### src/rtl/fp_mult_pkg.sv
// Shared definitions for the floating-point multiplier: default format,
// operand classes and width-generic helpers for bias and exponent limits.
package fp_mult_pkg;

    // Default format is bfloat16.
    localparam int EXP_W_DEF = 8;
    localparam int MAN_W_DEF = 7;
    localparam int BIAS      = (1 << (EXP_W_DEF - 1)) - 1;
    localparam int EXP_MAX   = (1 << EXP_W_DEF) - 1;
    localparam int FMT_W     = 1 + EXP_W_DEF + MAN_W_DEF;

    // Canonical special encodings for the default format.
    localparam logic [FMT_W-1:0] QNAN_BF16 = 16'h7FC0;
    localparam logic [FMT_W-1:0] INF_BF16  = 16'h7F80;

    typedef enum logic [1:0] {
        ZERO = 2'd0,
        NORM = 2'd1,
        INF  = 2'd2,
        NAN  = 2'd3
    } fp_class_e;

    function automatic int bias_of(input int exp_w);
        return (1 << (exp_w - 1)) - 1;
    endfunction

    function automatic int exp_max_of(input int exp_w);
        return (1 << exp_w) - 1;
    endfunction

    // Denormals (exp = 0, frac != 0) are deliberately classed as zero.
    function automatic fp_class_e classify(input logic exp_zero, input logic exp_ones,
                                           input logic frac_nz);
        if (exp_zero)      return ZERO;
        else if (exp_ones) return frac_nz ? NAN : INF;
        else               return NORM;
    endfunction

    // Result class for a product, highest-priority special first.
    function automatic fp_class_e resolve(input fp_class_e ca, input fp_class_e cb);
        if (ca == NAN || cb == NAN ||
            (ca == INF && cb == ZERO) || (ca == ZERO && cb == INF)) return NAN;
        else if (ca == INF || cb == INF)                                 return INF;
        else if (ca == ZERO || cb == ZERO)                               return ZERO;
        else                                                             return NORM;
    endfunction

endpackage

### src/rtl/fp_mult_pipe_if.sv
// Operand/result stream bundle for one multiplier lane.
interface fp_mult_pipe_if
    import fp_mult_pkg::*;
#(
    parameter int EXP_W = EXP_W_DEF,
    parameter int MAN_W = MAN_W_DEF
);
    localparam int W = 1 + EXP_W + MAN_W;

    logic         in_valid;
    logic         in_ready;
    logic [W-1:0] a;
    logic [W-1:0] b;
    logic         out_valid;
    logic         out_ready;
    logic [W-1:0] out;
    logic [2:0]   flags;

    modport master (output in_valid, a, b, out_ready,
                    input  in_ready, out_valid, out, flags);
    modport slave  (input  in_valid, a, b, out_ready,
                    output in_ready, out_valid, out, flags);
endinterface

### src/rtl/fp_mult_round.sv
// Normalise, round and range-check the raw mantissa product of the last stage.
module fp_mult_round
    import fp_mult_pkg::*;
#(
    parameter int EXP_W  = EXP_W_DEF,
    parameter int MAN_W  = MAN_W_DEF,
    parameter int RNE_EN = 1
) (
    input  logic [2*MAN_W+1:0]      prod,
    input  logic signed [EXP_W+1:0] exp_in,
    output logic [MAN_W-1:0]        frac_out,
    output logic [EXP_W-1:0]        exp_out,
    output logic                    overflow,
    output logic                    underflow
);
    localparam logic signed [EXP_W+1:0] E_MAX_S = (EXP_W+2)'(exp_max_of(EXP_W));

    logic                    hi;
    logic [MAN_W-1:0]        frac;
    logic                    guard;
    logic                    sticky;
    logic                    inc;
    logic                    carry;
    logic [MAN_W-1:0]        frac_r;
    logic signed [EXP_W+1:0] e1;

    // Pick the fraction window by product magnitude, then round and fix the exponent.
    always_comb begin
        // NOTE: every always_comb output gets a value on every path, so no latch is inferred.
        hi     = prod[2*MAN_W+1];
        frac   = hi ? prod[2*MAN_W:MAN_W+1]  : prod[2*MAN_W-1:MAN_W];
        guard  = hi ? prod[MAN_W]            : prod[MAN_W-1];
        sticky = hi ? (|prod[MAN_W-1:0])     : (|prod[MAN_W-2:0]);
        inc    = (RNE_EN != 0) && guard && (sticky || frac[0]);
        // A carry out leaves frac_r at zero, which is exactly 1.0 after re-normalising.
        {carry, frac_r} = {1'b0, frac} + (MAN_W+1)'(inc);
        e1 = exp_in + signed'({{(EXP_W+1){1'b0}}, hi})
                    + signed'({{(EXP_W+1){1'b0}}, carry});
        overflow  = (e1 >= E_MAX_S);
        underflow = (e1 <= 0);
        frac_out  = frac_r;
        exp_out   = e1[EXP_W-1:0];
    end
endmodule

### src/rtl/fp_mult_pipe.sv
// Three-stage floating-point multiplier with a single global stall.
module fp_mult_pipe
    import fp_mult_pkg::*;
#(
    parameter int EXP_W  = EXP_W_DEF,
    parameter int MAN_W  = MAN_W_DEF,
    parameter int RNE_EN = 1
) (
    input logic           clk,
    input logic           rst,
    fp_mult_pipe_if.slave bus
);
    localparam int W  = 1 + EXP_W + MAN_W;
    localparam int PW = 2 * MAN_W + 2;
    localparam logic signed [EXP_W+1:0] BIAS_S = (EXP_W+2)'(bias_of(EXP_W));
    localparam logic [W-1:0] QNAN = {1'b0, {EXP_W{1'b1}}, 1'b1, {(MAN_W-1){1'b0}}};

    logic advance;
    logic out_valid_q;

    logic             s1_valid, s1_sign;
    logic [EXP_W-1:0] s1_ea, s1_eb;
    logic [MAN_W:0]   s1_ma, s1_mb;
    fp_class_e        s1_cls;

    logic                    s2_valid, s2_sign;
    logic [PW-1:0]           s2_prod;
    logic signed [EXP_W+1:0] s2_exp;
    fp_class_e               s2_cls;

    logic [W-1:0] out_q;
    logic [2:0]   flags_q;

    logic [W-1:0]     res_out;
    logic [2:0]       res_flags;
    logic [MAN_W-1:0] r_frac;
    logic [EXP_W-1:0] r_exp;
    logic             r_ovf, r_unf;

    fp_class_e cls_a, cls_b;

    assign advance       = !out_valid_q || bus.out_ready;
    assign bus.in_ready  = advance;
    assign bus.out_valid = out_valid_q;
    assign bus.out       = out_q;
    assign bus.flags     = flags_q;

    assign cls_a = classify(bus.a[W-2:MAN_W] == '0, &bus.a[W-2:MAN_W], |bus.a[MAN_W-1:0]);
    assign cls_b = classify(bus.b[W-2:MAN_W] == '0, &bus.b[W-2:MAN_W], |bus.b[MAN_W-1:0]);

    // S1: unpack operands and resolve the special-value class of the product.
    always_ff @(posedge clk or posedge rst) begin
        // NOTE: sequential state uses non-blocking assignments so all stages update together.
        if (rst) begin
            s1_valid <= 1'b0;
            s1_sign  <= 1'b0;
            s1_ea    <= '0;
            s1_eb    <= '0;
            s1_ma    <= '0;
            s1_mb    <= '0;
            s1_cls   <= ZERO;
        end else if (advance) begin
            s1_valid <= bus.in_valid;
            s1_sign  <= bus.a[W-1] ^ bus.b[W-1];
            s1_ea    <= bus.a[W-2:MAN_W];
            s1_eb    <= bus.b[W-2:MAN_W];
            s1_ma    <= {1'b1, bus.a[MAN_W-1:0]};
            s1_mb    <= {1'b1, bus.b[MAN_W-1:0]};
            s1_cls   <= resolve(cls_a, cls_b);
        end
    end

    // S2: full mantissa product and biased exponent sum.
    always_ff @(posedge clk or posedge rst) begin
        if (rst) begin
            s2_valid <= 1'b0;
            s2_sign  <= 1'b0;
            s2_prod  <= '0;
            s2_exp   <= '0;
            s2_cls   <= ZERO;
        end else if (advance) begin
            s2_valid <= s1_valid;
            s2_sign  <= s1_sign;
            s2_prod  <= PW'(s1_ma) * PW'(s1_mb);
            s2_exp   <= signed'({2'b00, s1_ea}) + signed'({2'b00, s1_eb}) - BIAS_S;
            s2_cls   <= s1_cls;
        end
    end

    fp_mult_round #(
        .EXP_W (EXP_W),
        .MAN_W (MAN_W),
        .RNE_EN(RNE_EN)
    ) u_round (
        .prod     (s2_prod),
        .exp_in   (s2_exp),
        .frac_out (r_frac),
        .exp_out  (r_exp),
        .overflow (r_ovf),
        .underflow(r_unf)
    );

    // S3 result select: specials override the rounded normal path.
    always_comb begin
        res_out   = {s2_sign, r_exp, r_frac};
        res_flags = 3'b000;
        case (s2_cls)
            NAN: begin
                res_out   = QNAN;
                res_flags = 3'b100;
            end
            INF:  res_out = {s2_sign, {EXP_W{1'b1}}, {MAN_W{1'b0}}};
            ZERO: res_out = {s2_sign, {(W-1){1'b0}}};
            default: begin
                if (r_ovf) begin
                    res_out   = {s2_sign, {EXP_W{1'b1}}, {MAN_W{1'b0}}};
                    res_flags = 3'b010;
                end else if (r_unf) begin
                    res_out   = {s2_sign, {(W-1){1'b0}}};
                    res_flags = 3'b001;
                end
            end
        endcase
    end

    // S3 register: result and flags, cleared on a bubble.
    always_ff @(posedge clk or posedge rst) begin
        if (rst) begin
            out_valid_q <= 1'b0;
            out_q       <= '0;
            flags_q     <= 3'b000;
        end else if (advance) begin
            out_valid_q <= s2_valid;
            out_q       <= s2_valid ? res_out   : '0;
            flags_q     <= s2_valid ? res_flags : 3'b000;
        end
    end
endmodule

### src/flat_wrapper.sv
// flat-port wrapper written by rule: the top's interface ports become plain ports
module fp_mult_pipe_flat import fp_mult_pkg::*;
#(
    parameter int EXP_W  = EXP_W_DEF,
    parameter int MAN_W  = MAN_W_DEF,
    parameter int RNE_EN = 1
)
  (clk, rst, bus_in_valid, bus_a, bus_b, bus_out_ready, bus_in_ready, bus_out_valid, bus_out, bus_flags);
  fp_mult_pipe_if #(.EXP_W(EXP_W), .MAN_W(MAN_W)) bus_i ();
  input logic clk;
  input logic rst;
  input wire logic [$bits(bus_i.in_valid)-1:0] bus_in_valid;
  input wire logic [$bits(bus_i.a)-1:0] bus_a;
  input wire logic [$bits(bus_i.b)-1:0] bus_b;
  input wire logic [$bits(bus_i.out_ready)-1:0] bus_out_ready;
  output wire logic [$bits(bus_i.in_ready)-1:0] bus_in_ready;
  output wire logic [$bits(bus_i.out_valid)-1:0] bus_out_valid;
  output wire logic [$bits(bus_i.out)-1:0] bus_out;
  output wire logic [$bits(bus_i.flags)-1:0] bus_flags;
  assign bus_i.in_valid = bus_in_valid;
  assign bus_i.a = bus_a;
  assign bus_i.b = bus_b;
  assign bus_i.out_ready = bus_out_ready;
  assign bus_in_ready = bus_i.in_ready;
  assign bus_out_valid = bus_i.out_valid;
  assign bus_out = bus_i.out;
  assign bus_flags = bus_i.flags;
  fp_mult_pipe #(.EXP_W(EXP_W), .MAN_W(MAN_W), .RNE_EN(RNE_EN)) u_core (.clk(clk), .rst(rst), .bus(bus_i));
endmodule
### config.mk
export PLATFORM = sky130hd
export DESIGN_NAME = fp_mult_pipe_flat
export DESIGN_NICKNAME = d
export VERILOG_FILES = /design/src/rtl/fp_mult_pkg.sv /design/src/rtl/fp_mult_pipe_if.sv /design/src/rtl/fp_mult_round.sv /design/src/rtl/fp_mult_pipe.sv /design/src/flat_wrapper.sv
export SDC_FILE = /design/constraint.sdc
export NUM_CORES = 1
export LEC_CHECK = 0
export CORE_MARGIN = 2
export CORE_UTILIZATION = 45
export DETAILED_ROUTE_END_ITERATION = 16
export SETUP_SLACK_MARGIN = 0.1
export SYNTH_ARGS = -nofsm -noshare
export SYNTH_HDL_FRONTEND = slang
export SYNTH_HIERARCHICAL = 1
export SYNTH_SLANG_ARGS = --single-unit
### constraint.sdc
create_clock -name clk -period 13 [get_ports clk]
set_input_delay 2.6 -clock clk [delete_from_list [all_inputs] [get_ports clk]]
set_output_delay 2.6 -clock clk [all_outputs]
set_load 0.005 [all_outputs]
==> results.md <==
- Outcome: complete, no violations
- Critical path endpoint: bus_in_ready
- Overall fraction of global-route tracks in use: 0.1937
- Area growth, synth to finish: 16.24%
- Drt first pass iters: 4
- # rows: 43
- Clock latency at the later pin of the worst-skew pair: 0.34 ns
- Post-Route WL: 13.57 mm
- Final period util: 0.4866
- Setup violators final: 0
- Post-cts resize count: 0
- Final setup margin: 6.674 ns
- Buf+Inv Stages, Crit Path: 3
- Number of global-route vias before repair: 4821
- Setup Total Neg Slack: 0 ns
- Post-layout util: 0.5367
- Largest net degree at the start of global routing: 86
- Clock root buffer: clkbuf_16
- RSZ-0062 raised after global routing: false
- TritonCTS buffer count: 9
- DR vias: 4886
- Yosys cell types: 60
- Drc violations: 0
- Slew @ Worst Pin: 1.064 ns
- EDFF count, synth: 0
- Reg2reg end: u_core/s2_prod[12]$_DFFE_PP0P_
- Slew headroom: 0.2904
- Die W: ~120 um
- # IOs: 57
- First-pass GRT wire length: 23.17 mm
- Grt total ovfl: 0
- Final ANT Viol Nets: 0
- Placed cells: roughly 940
- HPWL after DPL: 9.993 mm
- Min Tclk post-route: 6.326 ns
- Worst path cell trace: clkdlybuf4s50_1, nor2b_4, inv_2, clkdlybuf4s50_1
- Antenna violations before repair: 0
- Syn nets: 850
- Fraction of synthesis flops using an asynchronous set or reset pin: 1.000
- Critical Path End Type: output port
- Fmax: between 0.15 and 0.2 GHz
- R2r setup slk: 8.36 ns
- WP data arrival: 3.73 ns
- Most frequent CP cell: clkdlybuf4s50_1
- Ys Warns: 6
- Syn Area/Cell: around 8.9 um^2
- Peak VDD IR: 0.1633 mV
- Crit path max-delay family: buffers and inverters
- H-tree depth: 3
- Antenna Cells: 0
- Leak: 3.554 nW
- WL/cell: 14.23 um
- Mapped cell area: 0.006434 mm^2
- Final Instance Count excl. Fillers: 954
- Hold Path Class: flop to flop
- Skew final: 0.002800 ns
- Total clock sinks: 85
- Slowest CP cell: clkdlybuf4s50_1
- DP Worst Slack: ~6.7 ns
- CTS tree: done
- Register area share after synthesis: 0.3306
- # hold bufs at CTS: 0
- Total Power: between 2 and 2.5 mW
- Number of synthesized register bits: 85
- Core area: between 0.01 and 0.015 mm^2
- CP startpoint: bus_out_ready
- Die Span Y: 123.6 um
- Hold_ws: 0.4696 ns
- Finished Cell Area: ~0.0075 mm^2
- Cells after synthesis: 723
- Cell Area, Placed: between 0.007 and 0.008 mm^2
- Worst setup SP type: primary input
- Detailed Route Iter0 Violations: 238
- Die area: about 0.015 mm^2
- CP peak stage delay: between 0.5 and 0.6 ns
- Nets: 897
- PD cells: ~300 mW/mm^2
- R2R depth: 14
- Clk buf depth: 2
- R2R Path Start: u_core/s1_ma[7]$_DFFE_PP0P_
- Synth Flop Type: dfrtp_1
- Hold Vio Cnt, Final: 0
- Clock transition at path regs: 0.06 ns
- # port buffers: 56
- Max_cap viols: 0
- Slew Viols, Final: 0
- Buffer count from post-CTS setup fixing: 0
- Vias per Instance: 5.122
- GPL Wtd Cong: 0.7881
- Layout cell share with drive strength beyond 1: 0.04651
- Req. time, crit path: 10.40 ns
- CP Max Fanout: 2
- Worst path depth: 4
- Filler Cells Inserted: 1296
- Initial Utilization: 0.4617
- Crit Path Class: primary input to output port
[cells in the mapped netlist (all sizes together), types with 8 or more instances]
master | n | share of area
nand3 | 20 | 0.016
nor2 | 28 | 0.017
o21ai | 33 | 0.026
a21o | 9 | 0.011
clkbuf | 14 | 0.0082
inv | 64 | 0.037
xnor2 | 18 | 0.025
buf | 9 | 0.0070
xor2 | 13 | 0.018
ha | 53 | 0.10
dfrtp | 85 | 0.33
nand2 | 166 | 0.097
a21oi | 35 | 0.028
nor3 | 8 | 0.0070
fa | 38 | 0.12
and2 | 50 | 0.049
[layout by cell type, fill, tap and decap left out, types with 5 or more instances in the layout]
cell and instances:
a21oi_1 34, inv_1 62, xor2_1 13, a21o_1 9, ha_1 53, nand3_1 19, nand2_1 166, nor2b_1 5
o21ai_0 29, o21a_1 5, a22o_1 7, nor3_1 7, fa_1 38, nor4_1 6, clkdlybuf4s50_1 56, nand4_1 5
dfrtp_1 85, clkbuf_16 9, nor2_1 27, xnor2_1 18, and2_1 50, a31oi_1 7
[kinds of logic after synthesis]
| kind of cell | count (synthesis) | share of synthesized area |
|---|---|---|
| buffers and inverters | 88 | 0.05309 |
| multiplexers | 5 | 0.008168 |
| flip-flops | 85 | 0.3306 |
| AO/OA/AOI/OAI | 123 | 0.1287 |
| AND/OR/NAND/NOR | 300 | 0.2159 |
| XOR/XNOR | 31 | 0.04220 |
| adder cells (fa/ha/maj) | 91 | 0.2213 |
[area by class of cell]
| class | count | area, um^2 | share of cell area |
|---|---|---|---|
| Multi-Input combinational cell | 550 | 3973 | 0.5312 |
| Clock buffer | 12 | 256.5 | 0.03430 |
| Inverter | 65 | 245.2 | 0.03279 |
| Timing Repair Buffer | 59 | 583.1 | 0.07797 |
| Clock inverter | 3 | 68.82 | 0.009202 |
| Sequential cell | 85 | 2127 | 0.2844 |
| Tap cell | 180 | 225.2 | 0.03012 |
[registers in the layout, summed over array words and instances (netlist names)]
register              cells
u_core/bus.flags          3
u_core/bus.out           16
u_core/bus.out_valid      1
u_core/s1_cls             2
u_core/s1_ea              8
u_core/s1_eb              8
u_core/s1_ma              8
u_core/s1_mb              7
u_core/s1_sign            1
u_core/s1_valid           1
u_core/s2_cls             2
u_core/s2_exp            10
u_core/s2_prod           16
u_core/s2_sign            1
u_core/s2_valid           1
[worst min-delay path by stage]
| stage | from | endpoint | slack, ns | depth (start not counted) |
|---|---|---|---|---|
| after global placement | u_core/s1_valid$_DFFE_PP0P_ | u_core/s1_valid$_DFFE_PP0P_ | 0.45 | 2 |
| after CTS | u_core/s2_sign$_DFFE_PP0P_ | u_core/s2_sign$_DFFE_PP0P_ | 0.47 | 2 |
| after floorplan | u_core/s1_valid$_DFFE_PP0P_ | u_core/s1_valid$_DFFE_PP0P_ | 0.44 | 2 |
| after detailed placement | u_core/s2_sign$_DFFE_PP0P_ | u_core/s2_sign$_DFFE_PP0P_ | 0.46 | 2 |
| final | u_core/s2_sign$_DFFE_PP0P_ | u_core/s2_sign$_DFFE_PP0P_ | 0.47 | 2 |
| after global routing | u_core/s1_valid$_DFFE_PP0P_ | u_core/s1_valid$_DFFE_PP0P_ | 0.50 | 2 |
[worst register-to-register path: cells and delay by family, from the launching register on]
family                   cells  cell delay (ns)
flip-flops                   1             0.54
adder cells (fa/ha/maj)      5             2.46
XOR/XNOR                     1             0.17
AND/OR/NAND/NOR              2             0.38
AO/OA/AOI/OAI                4             0.85
buffers and inverters        2             0.09
[layer usage]
metal,track usage,share of wire
met3,0.03251,0.038
met5,0,0
met1,0.2675,0.50
met4,0.05966,0.012
met2,0.3132,0.45
[report_power, final]
part	leakage [nW]	total [mW]	switching, mW	internal [mW]
Clock	0.159	0.285	0.106	0.178
Combinational	2.36	1.54	0.825	0.714
Sequential	1.04	0.483	0.117	0.366
(Power assumes the default switching activity.)
